### config.mk
export PLATFORM = sky130hd
export DESIGN_NAME = inst_encode_loader
export DESIGN_NICKNAME = d
export VERILOG_FILES = /design/src/rtl/rv_pkg.sv /design/src/rtl/imm_encode.sv /design/src/rtl/inst_encode_loader.sv
export SDC_FILE = /design/constraint.sdc
export NUM_CORES = 1
export LEC_CHECK = 0
export ABC_AREA = 1
export CAP_MARGIN = 10
export CORE_AREA = 5 5 108 110
export CTS_CLUSTER_SIZE = 30
export DETAILED_ROUTE_END_ITERATION = 8
export DIE_AREA = 0 0 113 115
export PLACE_DENSITY_LB_ADDON = 0.3
export SYNTH_ARGS = -nofsm -noshare
export SYNTH_HDL_FRONTEND = slang
export SYNTH_SLANG_ARGS = --single-unit
### constraint.sdc
create_clock -name clk -period 1.8 [get_ports clk]
set_input_delay 0.18 -clock clk [delete_from_list [all_inputs] [get_ports clk]]
set_output_delay 0.18 -clock clk [all_outputs]
set_load 0.1 [all_outputs]
### src/rtl/rv_pkg.sv
// Shared RV32I encoding constants: op selector, major opcodes, NOP, immediate limits.
// No logic; used by the immediate encoder and the loader top level.
// Keep the op numbering in step with the program-loader front end.
package rv_pkg;

    typedef enum logic [3:0] {
        OP_LUI    = 4'd0,
        OP_AUIPC  = 4'd1,
        OP_JAL    = 4'd2,
        OP_JALR   = 4'd3,
        OP_BRANCH = 4'd4,
        OP_LOAD   = 4'd5,
        OP_STORE  = 4'd6,
        OP_OPIMM  = 4'd7,
        OP_OP     = 4'd8
    } op_e;

    localparam logic [6:0] OPC_LUI    = 7'b0110111;
    localparam logic [6:0] OPC_AUIPC  = 7'b0010111;
    localparam logic [6:0] OPC_JAL    = 7'b1101111;
    localparam logic [6:0] OPC_JALR   = 7'b1100111;
    localparam logic [6:0] OPC_BRANCH = 7'b1100011;
    localparam logic [6:0] OPC_LOAD   = 7'b0000011;
    localparam logic [6:0] OPC_STORE  = 7'b0100011;
    localparam logic [6:0] OPC_OPIMM  = 7'b0010011;
    localparam logic [6:0] OPC_OP     = 7'b0110011;

    localparam logic [31:0] NOP_INST = 32'h0000_0013;

    // funct3 values that turn OPIMM into a shift-by-immediate
    localparam logic [2:0] F3_SLL = 3'b001;
    localparam logic [2:0] F3_SRX = 3'b101;

    // Signed immediate ranges per format
    localparam logic signed [31:0] I_MIN = -32'sd2048;
    localparam logic signed [31:0] I_MAX = 32'sd2047;
    localparam logic signed [31:0] B_MIN = -32'sd4096;
    localparam logic signed [31:0] B_MAX = 32'sd4094;
    localparam logic signed [31:0] J_MIN = -32'sd1048576;
    localparam logic signed [31:0] J_MAX = 32'sd1048574;

endpackage

### src/rtl/imm_encode.sv
// Places a byte-valued immediate into its RV32I bit positions and flags illegal values.
// Purely combinational, zero latency.
// No flow control; the caller samples the result when it accepts a bundle.
module imm_encode
    import rv_pkg::*;
(
    input  logic [3:0]  op,
    input  logic [2:0]  funct3,
    input  logic [31:0] imm,
    output logic [31:0] imm_bits,
    output logic        illegal
);

    logic signed [31:0] simm;
    logic               is_shift;

    assign simm     = $signed(imm);
    assign is_shift = (funct3 == F3_SLL) || (funct3 == F3_SRX);

    // Scatter immediate bits per format; unused positions stay zero for OR-packing
    always_comb begin
        imm_bits = '0;
        illegal  = 1'b0;
        case (op)
            OP_LUI, OP_AUIPC: begin
                imm_bits = {imm[31:12], 12'b0};
                illegal  = (imm[11:0] != 12'b0);
            end
            OP_JAL: begin
                imm_bits = {imm[20], imm[10:1], imm[11], imm[19:12], 12'b0};
                illegal  = (simm < J_MIN) || (simm > J_MAX) || imm[0];
            end
            OP_BRANCH: begin
                imm_bits = {imm[12], imm[10:5], 13'b0, imm[4:1], imm[11], 7'b0};
                illegal  = (simm < B_MIN) || (simm > B_MAX) || imm[0] ||
                           (funct3 == 3'b010) || (funct3 == 3'b011);
            end
            OP_JALR, OP_LOAD: begin
                imm_bits = {imm[11:0], 20'b0};
                illegal  = (simm < I_MIN) || (simm > I_MAX);
            end
            OP_STORE: begin
                imm_bits = {imm[11:5], 13'b0, imm[4:0], 7'b0};
                illegal  = (simm < I_MIN) || (simm > I_MAX);
            end
            OP_OPIMM: begin
                if (is_shift) begin
                    // Shift amount is unsigned 0..31; anything above bit 4 is out of range
                    imm_bits = {7'b0, imm[4:0], 20'b0};
                    illegal  = (imm[31:5] != 27'b0);
                end else begin
                    imm_bits = {imm[11:0], 20'b0};
                    illegal  = (simm < I_MIN) || (simm > I_MAX);
                end
            end
            OP_OP: begin
                imm_bits = '0;
                illegal  = 1'b0;
            end
            default: begin
                imm_bits = '0;
                illegal  = 1'b1;
            end
        endcase
    end

endmodule

### src/rtl/inst_encode_loader.sv
// Encodes symbolic RV32I field bundles into instruction words and addresses them for imem.
// Latency: one cycle from accept to out_valid; full 1 word/cycle throughput.
// Backpressure: in_ready = !out_valid || out_ready; output held stable while stalled.
module inst_encode_loader
    import rv_pkg::*;
#(
    parameter logic [31:0] BASE_ADDR = 32'h0000_0000,
    parameter int          ADDR_W    = 32,
    parameter int          MEM_WORDS = 1024
) (
    input  logic              clk,
    input  logic              rst_n,
    input  logic              start,
    input  logic              in_valid,
    output logic              in_ready,
    input  logic [3:0]        in_op,
    input  logic [2:0]        in_funct3,
    input  logic              in_f7b5,
    input  logic [4:0]        in_rd,
    input  logic [4:0]        in_rs1,
    input  logic [4:0]        in_rs2,
    input  logic [31:0]       in_imm,
    output logic              out_valid,
    input  logic              out_ready,
    output logic [31:0]       out_inst,
    output logic [ADDR_W-1:0] out_addr,
    output logic              out_err,
    output logic [7:0]        err_count
);

    localparam int IDX_W = (MEM_WORDS > 1) ? $clog2(MEM_WORDS) : 1;
    localparam logic [IDX_W-1:0] LAST_IDX = IDX_W'(MEM_WORDS - 1);

    logic [31:0]      imm_bits;
    logic             imm_illegal;
    logic [31:0]      word;
    logic [31:0]      next_inst;
    logic             accept;
    logic             xfer;
    logic [IDX_W-1:0] word_idx;

    assign in_ready = !out_valid || out_ready;
    assign accept   = in_valid && in_ready;
    assign xfer     = out_valid && out_ready;

    imm_encode u_imm_encode (
        .op       (in_op),
        .funct3   (in_funct3),
        .imm      (in_imm),
        .imm_bits (imm_bits),
        .illegal  (imm_illegal)
    );

    // Pack register/funct/opcode fields around the pre-placed immediate bits
    always_comb begin
        word = imm_bits;
        case (in_op)
            OP_LUI:    word = imm_bits | {20'b0, in_rd, OPC_LUI};
            OP_AUIPC:  word = imm_bits | {20'b0, in_rd, OPC_AUIPC};
            OP_JAL:    word = imm_bits | {20'b0, in_rd, OPC_JAL};
            OP_JALR:   word = imm_bits | {12'b0, in_rs1, 3'b000, in_rd, OPC_JALR};
            OP_BRANCH: word = imm_bits | {7'b0, in_rs2, in_rs1, in_funct3, 5'b0, OPC_BRANCH};
            OP_LOAD:   word = imm_bits | {12'b0, in_rs1, in_funct3, in_rd, OPC_LOAD};
            OP_STORE:  word = imm_bits | {7'b0, in_rs2, in_rs1, in_funct3, 5'b0, OPC_STORE};
            OP_OPIMM:  word = imm_bits | {1'b0, in_f7b5 && (in_funct3 == F3_SRX), 5'b0,
                                          5'b0, in_rs1, in_funct3, in_rd, OPC_OPIMM};
            OP_OP:     word = {1'b0, in_f7b5, 5'b0, in_rs2, in_rs1, in_funct3, in_rd, OPC_OP};
            default:   word = NOP_INST;
        endcase
        next_inst = imm_illegal ? NOP_INST : word;
    end

    // Output register: load on accept, drop on start, clear valid once drained
    always_ff @(posedge clk or negedge rst_n) begin
        if (!rst_n) begin
            out_valid <= 1'b0;
            out_inst  <= '0;
            out_err   <= 1'b0;
        end else begin
            if (accept) begin
                out_valid <= 1'b1;
                out_inst  <= next_inst;
                out_err   <= imm_illegal;
            end else if (start || xfer) begin
                out_valid <= 1'b0;
            end
        end
    end

    // Word address: advance on each transfer, wrap after MEM_WORDS words, rewind on start
    always_ff @(posedge clk or negedge rst_n) begin
        if (!rst_n) begin
            out_addr <= BASE_ADDR[ADDR_W-1:0];
            word_idx <= '0;
        end else if (start) begin
            out_addr <= BASE_ADDR[ADDR_W-1:0];
            word_idx <= '0;
        end else if (xfer) begin
            if (word_idx == LAST_IDX) begin
                out_addr <= BASE_ADDR[ADDR_W-1:0];
                word_idx <= '0;
            end else begin
                out_addr <= out_addr + ADDR_W'(4);
                word_idx <= word_idx + 1'b1;
            end
        end
    end

    // Saturating count of substituted NOPs that actually reached memory
    always_ff @(posedge clk or negedge rst_n) begin
        if (!rst_n) begin
            err_count <= '0;
        end else if (start) begin
            err_count <= '0;
        end else if (xfer && out_err && (err_count != 8'hFF)) begin
            err_count <= err_count + 8'd1;
        end
    end

endmodule

After elaboration in Yosys (flattened, before gate mapping)
Cells that the tools add are included.
{"block": "op_classes", "n_eq_ne": 14, "n_reduce_logical": 25, "n_addsub": 3, "n_bitwise": 8, "mux": 16, "order_cmp": 6}
{"op": "$pmux W32 S9", "n": 1}
{"op": "$pmux W32 S6", "n": 1}
{"op": "$mux W32", "n": 5}
{"op": "$or A32 B12 Y32", "n": 3}
{"op": "$or A32 B20 Y32", "n": 2}
{"op": "$or A32 B25 Y32", "n": 2}
{"op": "$add A32 B3 Y32 const B", "n": 1}
{"op": "$gt A32 B12 Y1 const B", "n": 1}
{"op": "$gt A32 B13 Y1 const B", "n": 1}
{"op": "$gt A32 B21 Y1 const B", "n": 1}
{"op": "$lt A32 B12 Y1 const B", "n": 1}
{"op": "$lt A32 B13 Y1 const B", "n": 1}
{"op": "$lt A32 B21 Y1 const B", "n": 1}
{"op": "$or A32 B31 Y32", "n": 1}
{"op": "$mux W10", "n": 3}
{"op": "$reduce_bool A27 Y1", "n": 1}
{"op": "$eq A4 B3 Y1 const B", "n": 4}
{"op": "$mux W8", "n": 2}
{"op": "$reduce_bool A12 Y1", "n": 1}
{"op": "$add A10 B1 Y10 const B", "n": 1}
{"op": "$eq A10 B10 Y1 const B", "n": 1}
{"op": "$logic_or A1 B1 Y1", "n": 10}
{"op": "$add A8 B1 Y8 const B", "n": 1}
{"op": "$eq A4 B2 Y1 const B", "n": 2}
{"op": "14 further kinds", "n": 24}
{"block": "word_totals", "out_inout_bits": 75, "register_bits": 84, "input_bits": 60, "word_cells": 78}

Logic depth before layout (Yosys ltp)
{"block": "logic_depth", "ltp_word": 7, "depth_mapped": 13, "ltp_nobuf": 13}

Cells and area by module
A second synthesis with hierarchy kept.
{"block": "unflattened", "hier_cells": 847, "hier_area_um2": 5591.6}
{"mod": "inst_encode_loader", "seq_area_each_um2": 2026.9, "instances": 1, "area_per_inst_um2": 4601.9, "cells_each": 632}
{"mod": "imm_encode", "seq_area_each_um2": 0.0, "instances": 1, "area_per_inst_um2": 989.7, "cells_each": 215}

Worst setup path after synthesis
No wires, ideal clock.
{"block": "synth_path", "path_type": "flip-flop to flip-flop", "start": "register out_valid", "end": "register out_inst[13]", "required_time_ps": 1680, "setup_slack_ps": -1013, "arrival_time_ps": 2693, "period_less_slack_ps": 2813, "setup_time_ps": 120, "path_stages_with_launch": 9, "cell_sequence": "dfrtp_1 > nand2_1 > nand2_1 > nor2_1 > inv_1 > buf_2 > nor2_1 > nand3_1 > nand2_1"}
{"block": "synth_between", "elab_chain_cells": 3}
{"element": "start: declaration", "line_no": "inst_encode_loader.sv:23", "source": "output logic out_valid,"}
{"element": "start signal: assignment", "line_no": "inst_encode_loader.sv:76", "source": "out_valid <= 1'b0;"}
{"element": "start signal: assignment", "line_no": "inst_encode_loader.sv:81", "source": "out_valid <= 1'b1;"}
{"element": "start signal: assignment", "line_no": "inst_encode_loader.sv:85", "source": "out_valid <= 1'b0;"}
{"element": "$logic_not A1 Y1", "line_no": "inst_encode_loader.sv:42", "source": "assign in_ready = !out_valid || out_ready;"}
{"element": "$logic_or A1 B1 Y1", "line_no": "inst_encode_loader.sv:42"}
{"element": "named net in_ready", "line_no": "inst_encode_loader.sv:15", "source": "output logic in_ready,"}
{"element": "$logic_and A1 B1 Y1", "line_no": "inst_encode_loader.sv:43", "source": "assign accept = in_valid && in_ready;"}
{"element": "end signal: assignment", "line_no": "inst_encode_loader.sv:82", "source": "out_inst <= next_inst;"}
{"element": "end: declaration", "line_no": "inst_encode_loader.sv:25", "source": "output logic [31:0] out_inst,"}
The timed path passes the listed nets, and every way through them passes these cells.
A chain may end at the register's enable or synchronous reset.

Worst setup path in the final report
{"block": "layout_path", "start": "register out_addr[2]", "end": "register out_addr[26]"}
{"block": "layout_between", "elab_chain_cells": 4}
{"element": "start: declaration", "line_no": "inst_encode_loader.sv:26", "source": "output logic [ADDR_W-1:0] out_addr,"}
{"element": "start signal: assignment", "line_no": "inst_encode_loader.sv:93", "source": "out_addr <= BASE_ADDR[ADDR_W-1:0];"}
{"element": "start signal: assignment", "line_no": "inst_encode_loader.sv:96", "source": "out_addr <= BASE_ADDR[ADDR_W-1:0];"}
{"element": "start signal: assignment", "line_no": "inst_encode_loader.sv:100", "source": "out_addr <= BASE_ADDR[ADDR_W-1:0];"}
{"element": "$add A32 B3 Y32", "line_no": "inst_encode_loader.sv:103", "source": "out_addr <= out_addr + ADDR_W'(4);"}
{"element": "$mux W32", "line_no": "inst_encode_loader.sv:99", "source": "if (word_idx == LAST_IDX) begin"}
{"element": "$mux W32", "line_no": "inst_encode_loader.sv:98", "source": "end else if (xfer) begin"}
{"element": "$mux W32", "line_no": "inst_encode_loader.sv:95", "source": "end else if (start) begin"}
Every way passes these cells. The select of a mux whose other input is x is not followed.

==> key figures <==
Clock tree
  • Cts bufs inserted: 9
  • Max Root-Sink Buffers: 2
  • Clock root buffer: clkbuf_8
  • Clock transition at path regs: 0.09 ns
  • H-tree depth: 3
  • TritonCTS clock tree: yes
  • Worst skew pair latency: 0.36 ns
  • Clock Sinks: 81

Logic synthesis
  • Synth area leaders: dfrtp_1 39%, nand2_1 16%, nand3_1 7.2%
  • Top post-synthesis cells by count: 224 x nand2_1, 94 x nor2_1, 81 x dfrtp_1
  • Count leader, synth: nand2_1
  • Sequential-to-total area share from yosys stat: 39.5%
  • Cell Area, Synth: 5130 µm²
  • Synth top area share: 39.5%
  • Top FF cell, synth: dfrtp_1
  • Post-synthesis cell type with the largest combined area: dfrtp_1
  • Avg Cell Area, Syn: 6.83 µm²
  • Cells after synthesis: 752
  • Post-synth EDFFs: 0
  • Yosys cell types: 46
  • Yosys warning count: 0
  • Asr flop ratio synth: 100%
  • Seq cells post-synth: 81

Setup path
  • Crit path launch type: register
  • Critical Path AT: 2.04 ns
  • CP required: 2.04 ns
  • Reg2reg start: out_addr[2]
  • CP max FO: 4
  • Worst setup EP type: register
  • Crit path launch: out_addr[2]
  • CP Class: register to register

Placed design
  • Gpl congestion: 0.949
  • DPL Wire Length: 13,700 µm
  • Port bufs: 132

Hold path
  • Hold Crit Class: primary input to async pin

STA
  • Fmax: 557 MHz
  • Period utilization: 99.8%
  • Tmin final: 1.80 ns
  • RSZ-0062 raised after global routing: yes
  • Setup tns final: 0 ns
  • Setup-failing EPs final: 0
  • Setup Skew: 0.0174 ns
  • Hold Violations, Final: 0
  • Final Max Slew Viols: 0

Power
  • Clock group share of total power: 27.7%
  • VDD IR max: 747 µV
  • Pwr dens: 603 nW/µm²
  • Logic pwr share: 30.4%
  • Leak: 3.78 nW
  • Power share of the sequential group: 41.9%
  • Switching share of power: 35.4%
  • Total chip power: 4.68 mW
  • Internal: 3.02 mW
  • Switch Pwr: 1.66 mW

Run status
  • Status: complete, no violations

Global route
  • First-pass GRT wire length: 28,100 µm
  • Initial antenna violation count: 0
  • Largest net degree at the start of global routing: 31
  • GRT overflow: 0
  • Number of global-route vias before repair: 5,959
  • GRT Overall Usage: 26.5%

Drt
  • Vias post-DR: 5,986
  • DRT iter0 DRCs: 446
  • DRT Pass-1 Iters: 6
  • Vias per cell: 5.31
  • Drt drc: 0
  • Antenna-violating nets left: 0
  • Post-Route WL: 17,000 µm
  • Routed wire per std cell: 15.1 µm

Final layout
  • Ant diodes: 0
  • Area grow syn2layout: 51.3%
  • Fraction of layout cells with a size suffix above 1: 30.5%
  • Nets: 1,045

Die
  • Core box area: 10,600 µm²
  • Row count: 38
  • Die area: 13,000 µm²
  • Die W: 113 µm
  • Initial Util: 48.4%
  • IO Pins: 135
  • DIE HEIGHT: 115 µm

Job
  • Max_cap viols: 0
[state kept, by name, summed over array words and instances (netlist names)]
signal / count
word_idx: 10
err_count: 8
out_err: 1
out_addr: 30
out_valid: 1
out_inst: 31
[routing by layer]
| metal | track usage, % | up-vias | wire length, µm |
|---|---|---|---|
| met5 | 0 | - | 0 |
| met4 | 8.09 | 0 | 338 |
| met3 | 4.53 | 32 | 1160 |
| met2 | 45.9 | 265 | 8480 |
| met1 | 34.1 | 2795 | 7040 |
| li1 | - | 2894 | - |
[path summary, 6_finish.rpt]
| kind | endpoint | slack [ns] | cells past startpoint |
|---|---|---|---|
| setup / recovery | out_addr[26] | 0.003 | 11 |
| hold / removal | err_count[0] | 0.28 | 2 |
| setup reg to reg | out_addr[26] | 0.003 | 11 |
| hold reg to reg | out_inst[25] | 0.50 | 2 |
| max in group asynchronous | out_addr[8] | 0.95 | 3 |
| min in group clk | out_inst[30] | 0.40 | 7 |
[cell usage in the layout (no fill, tap or decap), drive strengths merged, types with 3 or more instances in the layout]
master	count
a21oi	35
a31oi	5
buf	178
clkbuf	11
clkdlybuf4s50	54
clkinv	3
dfrtp	81
dlymetal6s2s	4
ha	3
inv	85
nand2	231
nand3	77
nand3b	5
nand4	12
nor2	107
nor3	23
o21ai	36
or2	4
xor2	4
[critical path, stage by stage, from the launching register on]
cell and delay, ns:
dfrtp_4 0.44, ha_4 0.16, nand2_4 0.06, nor2_4 0.12, nand2_2 0.08, nor2_4 0.11, nand2_2 0.08, nor2_4 0.15
nand3_4 0.13, buf_4 0.16, o21ai_1 0.11, o22ai_1 0.08
[logic make-up after synthesis]
logic type / count (synthesis) / share of synthesized area, %
flops: 81 / 39.5
buf+inv: 105 / 8.58
other cells: 1 / 0.0730
fa+ha+maj: 3 / 0.731
xor+xnor: 6 / 1.02
simple gates: 465 / 40.1
compound gates: 90 / 9.82
mux: 1 / 0.195
[power by group through the flow]
stage                     Combinational [mW]  Clock (mW)  Sequential (mW)
after floorplan                        0.379           0             2.41
after global placement                  1.36           0             2.00
after detailed placement                1.38           0             2.00
after CTS                               1.40        1.32             1.96
after global routing                    1.51        1.41             1.97
final                                   1.42        1.30             1.96
[area by class of cell]
class	count	area (µm²)
Multi-Input combinational cell	567	2880
Fill cell	823	2840
Timing Repair Buffer	237	2080
Clock inverter	5	58.8
Clock buffer	11	131
Tap cell	140	175
Sequential cell	81	2120
Inverter	86	328
[through the flow]
step	hold WS, ns	worst slack [ns]	util, %	area [µm²]	std cells
floorplan	-0.116	-0.103	-	5340	753
global route	0.306	-0.112	73.2	7760	1127
global placement	0.124	-0.236	69.8	7400	1105
detailed placement	0.124	-0.293	69.8	7400	1105
finish	0.279	0.00347	73.2	7760	1127
CTS	0.277	0.00567	72.0	7640	1124
[timing repair]
item                                    CTS  global route
pin swaps                                 1            10
endpoints found under the hold margin    26             0
cloned                                    0             0
endpoints found under the setup margin   22            48
hold buffers                              1             0
gates resized for setup                   5            36
setup buffers                             2             3
No activity file was read; power rests on OpenSTA's default activity.
